File: src/rtl/gbuff_drain.sv
// -----------------------------------------------------------------------------
// gbuff_drain
//
// Read-side drain engine for the output global buffer. Reads words 0..m-1 from
// the output SRAM through its synchronous read port. The words are streamed out
// over a valid/ready interface. A 3-deep prefetch FIFO absorbs host backpressure.
// The last word is flagged with out_last, and done pulses once the drain is
// complete.
//
// Ports:
//   clk        clock, all state on rising edge
//   rst        asynchronous, active-low reset
//   start      one-cycle drain request, honoured only in IDLE
//   m          number of words to drain, captured with start
//   sram_ren   SRAM read enable
//   sram_addr  SRAM read address, {0, rd_idx}
//   sram_do    SRAM read data, valid the cycle after sram_ren
//   out_valid  out_data holds a word
//   out_data   streamed word (FIFO head)
//   out_last   marks the word at index m-1
//   out_ready  host accepts the word when out_valid && out_ready
//   busy       drain in progress
//   done       one-cycle completion pulse
// -----------------------------------------------------------------------------
module gbuff_drain #(
  parameter int WORD_W = 32,
  parameter int ADDR_W = 10,
  parameter int FIFO_D = 3
) (
  input  logic              clk,
  input  logic              rst,
  input  logic              start,
  input  logic [7:0]        m,
  output logic              sram_ren,
  output logic [ADDR_W-1:0] sram_addr,
  input  logic [WORD_W-1:0] sram_do,
  output logic              out_valid,
  output logic [WORD_W-1:0] out_data,
  output logic              out_last,
  input  logic              out_ready,
  output logic              busy,
  output logic              done
);

  typedef enum logic [1:0] {
    IDLE = 2'd0,
    RUN  = 2'd1,
    DONE = 2'd2
  } state_t;

  state_t            state;
  logic [7:0]        m_q;
  logic [7:0]        rd_idx;
  logic [7:0]        tx_idx;
  logic              inflight;   // a read was issued last cycle; its data is on sram_do now
  logic [1:0]        fifo_count;
  logic [1:0]        wr_ptr;
  logic [1:0]        rd_ptr;
  logic [WORD_W-1:0] fifo_mem [FIFO_D];
  logic [2:0]        occupancy;
  logic              push;
  logic              pop;

  function automatic logic [1:0] next_ptr(input logic [1:0] p);
    return (p == 2'(FIFO_D - 1)) ? 2'd0 : p + 2'd1;
  endfunction

  // Reads in flight are counted as already occupying a FIFO slot. This means a
  // returning word always has room, and the decision depends on registered
  // state only. out_ready therefore never reaches sram_ren or sram_addr.
  assign occupancy = {1'b0, fifo_count} + {2'b00, inflight};
  assign sram_ren  = (state == RUN) && (rd_idx < m_q) && (occupancy < 3'(FIFO_D));
  assign sram_addr = {{(ADDR_W-8){1'b0}}, rd_idx};

  assign push      = inflight;
  assign out_valid = (fifo_count != 2'd0);
  assign out_data  = fifo_mem[rd_ptr];
  assign out_last  = out_valid && (tx_idx == m_q - 8'd1);
  assign pop       = out_valid && out_ready;

  // Decoded straight from the state register, so neither output glitches.
  assign busy = (state == RUN);
  assign done = (state == DONE);

  // NOTE: every register here uses non-blocking assignments. All of them then
  // see pre-edge values, whatever order the statements are written in.
  always_ff @(posedge clk or negedge rst) begin
    if (!rst) begin
      state      <= IDLE;
      m_q        <= '0;
      rd_idx     <= '0;
      tx_idx     <= '0;
      inflight   <= 1'b0;
      fifo_count <= '0;
      wr_ptr     <= '0;
      rd_ptr     <= '0;
      // NOTE: the FIFO storage is reset as well, although storage normally is
      // not. It is only three words, and this is what makes out_data read 0
      // during and straight after reset.
      for (int i = 0; i < FIFO_D; i++) fifo_mem[i] <= '0;
    end else begin
      inflight <= sram_ren;

      if (push) begin
        fifo_mem[wr_ptr] <= sram_do;
        wr_ptr           <= next_ptr(wr_ptr);
      end
      if (pop) rd_ptr <= next_ptr(rd_ptr);

      case ({push, pop})
        2'b10:   fifo_count <= fifo_count + 2'd1;
        2'b01:   fifo_count <= fifo_count - 2'd1;
        default: ;  // idle, or push and pop together: count is unchanged
      endcase

      if (sram_ren) rd_idx <= rd_idx + 8'd1;
      if (pop)      tx_idx <= tx_idx + 8'd1;

      case (state)
        IDLE: begin
          if (start) begin
            m_q    <= m;
            rd_idx <= '0;
            tx_idx <= '0;
            state  <= (m == 8'd0) ? DONE : RUN;
          end
        end
        RUN: begin
          if (pop && out_last) state <= DONE;
        end
        DONE:    state <= IDLE;
        default: state <= IDLE;
      endcase
    end
  end

endmodule

File: config.mk
export PLATFORM = sky130hd
export DESIGN_NAME = gbuff_drain
export DESIGN_NICKNAME = d
export VERILOG_FILES = /design/src/rtl/gbuff_drain.sv
export SDC_FILE = /design/constraint.sdc
export NUM_CORES = 1
export LEC_CHECK = 0
export CAP_MARGIN = 20
export CORE_UTILIZATION = 59
export DETAILED_ROUTE_END_ITERATION = 12
export GPL_TIMING_DRIVEN = 0
export PLACE_DENSITY = 0.86
export SYNTH_ARGS = -nofsm -noshare
export SYNTH_HDL_FRONTEND = slang
export SYNTH_SLANG_ARGS = --single-unit
File: constraint.sdc
create_clock -name clk -period 4.2 [get_ports clk]
set_input_delay 0.42 -clock clk [delete_from_list [all_inputs] [get_ports clk]]
set_output_delay 0.42 -clock clk [all_outputs]
set_load 0.02 [all_outputs]
; After elaboration in Yosys (flattened, before gate mapping)
; Index checks and enable logic that the tools add are counted.
[word_totals]
inputBits = 44
mem_bits_rw = 0
ff_bits = 129
n_memories = 0
wordCells = 66
output_inout_bits = 47
romBits = 0
latchBits = 0
[classes]
n_eq_ne = 9
magnitude_cmp = 5
multipliers = 0
div = 0
bitwise = 2
reduce_logical = 12
shifts = 0
n_addsub = 8
mux = 19
[ops]
columns = op, n
row1 = $bwmux 96, 1
row2 = $mux 32, 3
row3 = $bmux 32 s2, 1
row4 = $demux 32 s2, 1
row5 = $mux 8, 6
row6 = $add 8x1->8 const B, 2
row7 = $mux 2, 5
row8 = $eq 2x2->1 const B, 4
row9 = $eq 8x8->1, 1
row10 = $logic_not 8->1, 1
row11 = $lt 8x8->1, 1
row12 = $pmux 2 s2, 2
row13 = $sub 8x1->8 const B, 1
row14 = $add 2x1->2 const B, 3
row15 = $ge 3x3->1 const B, 2
row16 = $logic_and 1x1->1, 6
row17 = $not 2->3, 2
row18 = $eq 2x1->1 const B, 2
row19 = $reduce_and 2->1, 2
row20 = $reduce_bool 2->1, 2
row21 = $add 2x1->3, 1
row22 = $lt 3x1->1 const B, 1
row23 = $lt 3x2->1 const B, 1
row24 = $logic_not 2->1, 1
row25 = 3 further kinds, 3

; Longest topological paths before layout
; Gate-level depths: netlist of run 1.
[logic_depth]
ltp_word = 6
mapped_depth = 8
mapped_depth_nobuf = 8

; Least setup slack after synthesis of run 1
; Ideal clock, no wire load.
[synth_path]
path_type = register -> register
startpoint = register m_q[0]
endpoint = register state[0]
setup_time_ps = 121
slack_ps = 2023
required_time_ps = 4079
n_path_buf = 0
path_stages_with_launch = 8
synth_period_minus_slack_ps = 2177
arrival_ps = 2056
cell_sequence = dfrtp_1 -> inv_1 -> ha_1 -> or3_1 -> a31o_1 -> a211oi_2 -> nand2_1 -> a22o_1
[synth_via]
elab_chain_cells = 6
[synth_lines]
columns = element, line
row1 = from (decl), 52  ; logic [7:0] m_q;
row2 = from (signal assigned), 122  ; m_q <= m;
row3 = $sub 8x1->8, 78  ; assign out_last = out_valid && (tx_idx == m_q - 8'd1);
row4 = $eq 8x8->1, 78
row5 = $logic_and 1x1->1, 78
row6 = named net out_last, 39  ; output logic out_last,
row7 = $logic_and 1x1->1, 129  ; if (pop && out_last) state <= DONE;
row8 = $ne 2x1->1 (no line), n/a
row9 = $reduce_and 2->1 (no line), n/a
row10 = to (signal assigned), 125  ; state <= (m == 8'd0) ? DONE : RUN;
row11 = to (decl), 51  ; state_t state;
; The timed path passes the listed nets, and every way through them passes these cells.
; A chain may end at the register's enable or synchronous reset.

; Worst setup path in the final report of run 1
[layout_path]
startpoint = register rd_ptr[1]
endpoint = output port out_data[30]
[layout_via]
elab_chain_cells = 4
[layout_lines]
columns = element, line
row1 = from (decl), 58  ; logic [1:0] rd_ptr;
row2 = from (signal assigned), 108  ; if (pop) rd_ptr <= next_ptr(rd_ptr);
row3 = $not 2->3 (not written as such), 77  ; assign out_data = fifo_mem[rd_ptr];
row4 = $bmux 32 s2, 77
row5 = $mux 32 (not written as such) (2 in a row), 77
row6 = to (decl), 38  ; output logic [WORD_W-1:0] out_data,
; Every way passes these cells. The select of a mux whose other input is x is not followed.

==> flow_summary_export.csv, run 1 <==
group,metric,value,unit
cts,cts-hold-fix-buffers,1,
route,drc,0,
cells_and_area,fin_cells,778,
sta,worst_pin_slew,818,ps
place,dpl.hpwl,9250,µm
route,vias,4467,
global_routing,met1_usage,34.3,%
cts,clkTransAtPathRegs,60,ps
cells_and_area,area_growth,27.4,%
cts,cts_max_path_buffers,2,
yosys,yosys_most_used_dff,"dfrtp_1",
worst_setup_path,critPathKind,"reg -> out",
route,first_pass_iters,5,
worst_setup_path,cp_data_arrival_time,2930,ps
sta,relSlewSlack,45.1,%
yosys,synthCells,523,
global_routing,busiest_layer,"met2",
cells_and_area,layout_commonest_cell,"dfrtp_1",
cts,cts_tree,"yes",
cells_and_area,layout_common_cells,"dfrtp_1, clkdlybuf4s50_1, mux2_2",
sta,skew,8.50,ps
yosys,ys_types,42,
cts,clk_latency,510,ps
floorplan,io_pins,91,
sta,slew_violations,0,
place,dpl_worst_slack,1420,ps
yosys,yosysSeqAreaShare,52.5,%
sta,max_freq,0.298,GHz
floorplan,dieArea,10800,µm²
pwr,leakage,0.00337,µW
floorplan,die_h,104,µm
global_routing,grt_max_degree,67,
hold_path,hold_path.class,"in -> async",
cts,htree_levels,4,
pwr,worst_ir_drop_vdd,555,µV
pwr,power,6950,µW
cells_and_area,n_antenna_cell,0,
global_routing,grt_pass1_vias,4722,
sta,rsz0062_at_grt,"no",
global_routing,grt-ovfl-total,0,
cts,root_buffer,"clkbuf_8",
cts,clock-sinks,129,
place,gp_congestion,0.831,
floorplan,die_w,104,µm
yosys,ys_seq_elements,129,
cells_and_area,drive_gt1_share,17.1,%
global_routing,track_usage,27.9,%
sta,layout_setup_ws,848,ps
floorplan,core.rowCount,36,
global_routing,antenna_found_initial,0,
sta,setup_viol,0,
route,wl_per_cell,18.1,µm
sta,post-route-min-period,3350,ps
worst_setup_path,end_kind,"output port",
route,antenna_left,0,
route,avgViaCountPerCell,5.74,
sta,hold_violations,0,
global_routing,grt_util_met3,5.45,%
sta,period_share,79.8,%
floorplan,core,9950,µm²
place,port_buffers,88,
worst_setup_path,setup.worst_path.start_class,"flip-flop",
yosys,syn_area,6140,µm²
yosys,avgSynthCellArea,11.7,µm²
worst_setup_path,cp_max_fo,10,
route,wirelength,14100,µm
pwr,p_per_area,889,nW/µm²
cts,cts_buffers,17,
yosys,async_flop_share,100,%
floorplan,start_util,61.7,%
run,drv_cap,0,
status,status,"finished, final reports clean",
global_routing,grtUsageMet2,49.3,%
place,post-place-cells,746,
cells_and_area,fin_nets,690,
cts,cts_setup_buffers,0,
yosys,yosysWarnings,0,
global_routing,grt_pass1_wl,23300,µm
cts,ctsResizeCount,0,
route,drt_iter0_markers,205,
worst_setup_path,cp.required,3780,ps
yosys,synth_edf_count,0,
==> cell families (layout without fill, tap and decap cells) <==
group	count (synthesis)	after routing	share of synthesized area [%]
adder cells (fa/ha/maj)	13	13	2.65
buffers and inverters	43	164	2.83
other	1	2	0.0610
AND/OR/NAND/NOR	114	114	8.53
AO/OA/AOI/OAI	69	69	6.76
XOR/XNOR	21	21	2.99
flip-flops	129	129	52.5
multiplexers	133	133	23.6
==> metrics by stage <==
step | hold WS, ps | cell area [µm²] | TNS, ps | util (%)
after floorplan | 124 | 6150 | 0 | -
after global placement | 473 | 7190 | -267300 | 72.3
after detailed placement | 447 | 7220 | 0 | 72.6
after CTS | 482 | 7830 | 0 | 78.6
after global routing | 505 | 7830 | 0 | 78.6
final | 455 | 7830 | 0 | 78.6
==> state kept, by name (all words and copies together), names as in the netlist <==
signal and cells:
tx_idx 8, inflight 1, fifo_mem 96, state 2, rd_idx 8, wr_ptr 2, fifo_count 2, rd_ptr 2
m_q 8
==> worst paths after layout <==
kind / cells past startpoint / slack (ps) / to / start
worst min-delay path: 2 / 450 / fifo_mem[38]$_DFFE_PN0P_ / rst
worst min register to register: 1 / 500 / fifo_mem[17]$_DFFE_PN0P_ / fifo_mem[17]$_DFFE_PN0P_
max in group asynchronous: 3 / 3010 / fifo_mem[85]$_DFFE_PN0P_ / rst
worst max register to register: 7 / 1960 / state[0]$_DFFE_PN0P_ / m_q[0]$_DFFE_PN0P_
worst max-delay path: 7 / 850 / out_data[30] / rd_ptr[1]$_DFFE_PN0P_
min in group clk: 1 / 500 / fifo_mem[17]$_DFFE_PN0P_ / fifo_mem[17]$_DFFE_PN0P_
==> layout make-up <==
| cell class | instances | area (µm²) |
|---|---|---|
| Sequential cell | 129 | 3230 |
| Multi-Input combinational cell | 352 | 2750 |
| Fill cell | 589 | 2130 |
| Timing Repair Buffer | 90 | 920 |
| Clock buffer | 18 | 428 |
| Tap cell | 133 | 166 |
| Clock inverter | 13 | 164 |
| Buffer | 29 | 121 |
| Inverter | 14 | 52.6 |
==> layer usage <==
layer	up-vias	part of all wire, %
li1	2044	-
met1	2263	42
met2	138	52
met3	22	4.0
met4	0	1.4
met5	-	0
==> where the power goes <==
| group | total, µW | switching [µW] | leakage (µW) | internal [µW] |
|---|---|---|---|---|
| clock network | 1460 | 540 | 0.000287 | 916 |
| logic | 3220 | 1640 | 0.00155 | 1580 |
| registers | 2270 | 419 | 0.00154 | 1850 |
==> synthesized netlist by cell type (all sizes together), types with 2 or more instances <==
cell	number	share of area, %
a211oi	7	0.94
a21o	2	0.24
a21oi	5	0.59
a41oi	2	0.29
and3	5	0.51
buf	12	0.94
clkbuf	17	1.0
dfrtp	129	53
ha	13	2.6
inv	14	0.86
mux2	96	18
mux2i	37	6.0
nand2	58	3.5
nand2b	5	0.51
nand3	6	0.49
nand4	5	0.51
nor2	16	0.98
nor2b	4	0.41
nor3	6	0.49
nor4	3	0.41
o21ai	48	3.9
or3	2	0.20
xnor2	11	1.6
xor2	10	1.4
==> critical path: stages, from the launching register on <==
cell             delay, ps
dfrtp_1                330
clkbuf_1               300
nor2b_1                180
clkbuf_1               200
clkbuf_1               480
nand2_1                130
o21ai_0                140
clkdlybuf4s50_1        660
(Power assumes the default switching activity.)
==> inputs of run 2 (changes only) <==
--- a/config.mk
+++ b/config.mk
@@ -6,10 +6,10 @@
 export NUM_CORES = 1
 export LEC_CHECK = 0
 export CAP_MARGIN = 20
-export CORE_UTILIZATION = 59
+export CORE_UTILIZATION = 54
 export DETAILED_ROUTE_END_ITERATION = 12
 export GPL_TIMING_DRIVEN = 0
-export PLACE_DENSITY = 0.86
+export PLACE_DENSITY = 0.8
 export SYNTH_ARGS = -nofsm -noshare
 export SYNTH_HDL_FRONTEND = slang
 export SYNTH_SLANG_ARGS = --single-unit
==> constraint.sdc (replaced) <==
create_clock -name clk -period 3.1 [get_ports clk]
set_input_delay 0.31 -clock clk [delete_from_list [all_inputs] [get_ports clk]]
set_output_delay 0.31 -clock clk [all_outputs]
set_load 0.02 [all_outputs]
==> run 2 against run 1 <==
Sequential power rose by 34%. Routed wire length down 6.5%. First-iteration DRC count increased by 24%. Global-route usage is 3.5 points lower. Die area up 9.1%. Count of clock-buffer cells in the layout up 3. Core utilization decreased by 7.3 points. Power up 34%. Register-to-register slack lost 1200 ps. Via count decreased by 1.4%. Sequential share of layout area about the same. Non-clock buffer count grew 3. Critical endpoint is now sram_ren.
==> flow_summary_export.csv, run 2 (synthesis results as in run 1) <==
group,metric,value,unit
floorplan,die_w,109,µm
pwr,power_switching,3410,µW
sta,slew_violations,0,
worst_setup_path,worst_path_max_delay_cell,"clkdlybuf4s50_1",
global_routing,grt_max_degree,102,
cells_and_area,n_antenna_cell,0,
cells_and_area,layout_common_cells,"dfrtp_1, clkdlybuf4s50_1, mux2_2",
cts,clock-sinks,129,
sta,tns,0,ps
place,gp_congestion,0.812,
run,drv_cap,0,
cells_and_area,fillers,746,
cts,root_buffer,"clkbuf_16",
route,vias,4405,
worst_setup_path,cp_max_fo,5,
hold_path,hold_path.class,"in -> async",
cells_and_area,layout_commonest_cell,"dfrtp_1",
worst_setup_path,ff2ff_path_depth,7,
pwr,pwr-share-clk,20.3,%
route,wl_per_cell,16.7,µm
pwr,worst_ir_drop_vdd,770,µV
cells_and_area,regArea,3230,µm²
pwr,swShare,36.6,%
global_routing,grt-ovfl-total,0,
route,drt_iter0_markers,254,
pwr,pwr-share-seq,32.7,%
worst_setup_path,crit_chain,"ha_1 -> ha_1 -> a211oi_1 -> nand3_1 -> a21oi_4 -> clkdlybuf4s50_1",
worst_setup_path,end_kind,"output port",
floorplan,io_pins,91,
pwr,leakage,0.00339,µW
cts,htree_levels,4,
pwr,combPwrFrac,47.0,%
worst_setup_path,critPathKind,"reg -> out",
route,wirelength,13200,µm
sta,period_share,95.9,%
cts,clk_latency,410,ps
floorplan,die_h,109,µm
floorplan,core.rowCount,38,
route,avgViaCountPerCell,5.59,
pwr,p_per_area,1190,nW/µm²
global_routing,antenna_found_initial,0,
cells_and_area,largest_register_ffs,96,
cells_and_area,fin_nets,693,
global_routing,met1_usage,31.0,%
pwr,power,9320,µW
sta,holdWs,354,ps
cells_and_area,multi_input_area,2750,µm²
sta,post-route-min-period,2970,ps
cts,cts_buffers,17,
sta,relSlewSlack,46.3,%
worst_setup_path,critPathMaxStageDelay,630,ps
global_routing,busiest_layer,"met2",
global_routing,track_usage,24.3,%
cts,cts_max_path_buffers,2,
status,status,"finished, final reports clean",
sta,worst_pin_slew,799,ps
cells_and_area,area_growth,27.5,%
cells_and_area,top_register,"fifo_mem",
sta,skew,6.01,ps
route,drc,0,
route,antenna_left,0,
place,dpl.hpwl,9020,µm
sta,max_freq,0.336,GHz
worst_setup_path,r2r_start,"m_q[0]$_DFFE_PN0P_",
cts,cts_tree,"yes",
worst_setup_path,cp_data_arrival_time,2660,ps
floorplan,core,11000,µm²
worst_setup_path,r2r_end,"state[1]$_DFFE_PN0P_",
global_routing,grtUsageMet2,40.6,%
sta,setup_viol,0,
place,port_buffers,88,
worst_setup_path,reg2reg_slack,810,ps
worst_setup_path,critPathMostFrequentCell,"ha_1",
sta,layout_setup_ws,126,ps
floorplan,start_util,55.9,%
cells_and_area,drive_gt1_share,17.4,%
pwr,p_int,5910,µW
worst_setup_path,cp.required,2790,ps
sta,hold_violations,0,
place,dpl_worst_slack,338,ps
cells_and_area,final_core_utilization,71.3,%
floorplan,dieArea,11800,µm²
global_routing,grt_util_met3,5.86,%
cts,clkTransAtPathRegs,60,ps
route,first_pass_iters,4,
global_routing,grt_pass1_wl,21900,µm
global_routing,grt_pass1_vias,4613,
worst_setup_path,setup.worst_path.start_class,"flip-flop",
-- run 2: routing by layer --
metal  part of all wire [%]  routed length, µm
met5                      0                  0
met4                    1.6                210
met3                    3.9                520
met2                     50               6540
met1                     45               5920
-- run 2: layout make-up --
class,count,area share (%)
multi-input cells,352,35.1
flip-flops and latches,129,41.2
clock inverters,10,1.44
inverters,14,0.671
clock buffers,21,5.75
plain buffers,29,1.60
well taps,140,2.24
repair buffers,93,12.0
-- run 2: power by group through the flow --
stage / sequential (µW) / combinational, µW / clock (µW)
final: 3040 / 4380 / 1900
after global routing: 3160 / 4740 / 2000
after CTS: 3040 / 4340 / 1920
after detailed placement: 3060 / 4300 / 0
after global placement: 3000 / 4170 / 0
after floorplan: 2960 / 2800 / 0
-- run 2: how the worst max path moves through the flow --
| stage | startpoint | to | slack [ps] | cells after the start |
|---|---|---|---|---|
| 2_1_floorplan | m_q[0]$_DFFE_PN0P_ | state[0]$_DFFE_PN0P_ | 920 | 7 |
| 3_3_place_gp | rst | rd_idx[3]$_DFF_PN0_ | -3080 | 1 |
| 3_5_place_dp | m_q[0]$_DFFE_PN0P_ | out_last | 340 | 6 |
| 4_1_cts | rd_ptr[1]$_DFFE_PN0P_ | out_data[17] | 10 | 7 |
| 5_1_grt | fifo_count[0]$_DFFE_PN0P_ | sram_ren | -8 | 6 |
| 6_report | inflight$_DFF_PN0_ | sram_ren | 130 | 6 |
-- run 2: critical path: cells and delay by family (launching register included) --
kind | cells | cell delay, ps
buf+inv | 1 | 630
fa+ha+maj | 2 | 490
compound gates | 2 | 490
flops | 1 | 420
simple gates | 1 | 230
-- run 2: what timing repair did --
item                                    in CTS  in global routing
endpoints found under the setup margin       1                 31
gates resized for setup                      1                  6
buffers inserted                             0                  3
hold buffers                                 1                  0
pin swaps                                    0                  0
hold endpoints to repair                    28                  0
-- run 2: metrics by stage --
step,instances,instance area [µm²]
after floorplan,524,6150
after global placement,752,7200
after detailed placement,753,7230
after CTS,785,7800
after global routing,788,7830
final,788,7830
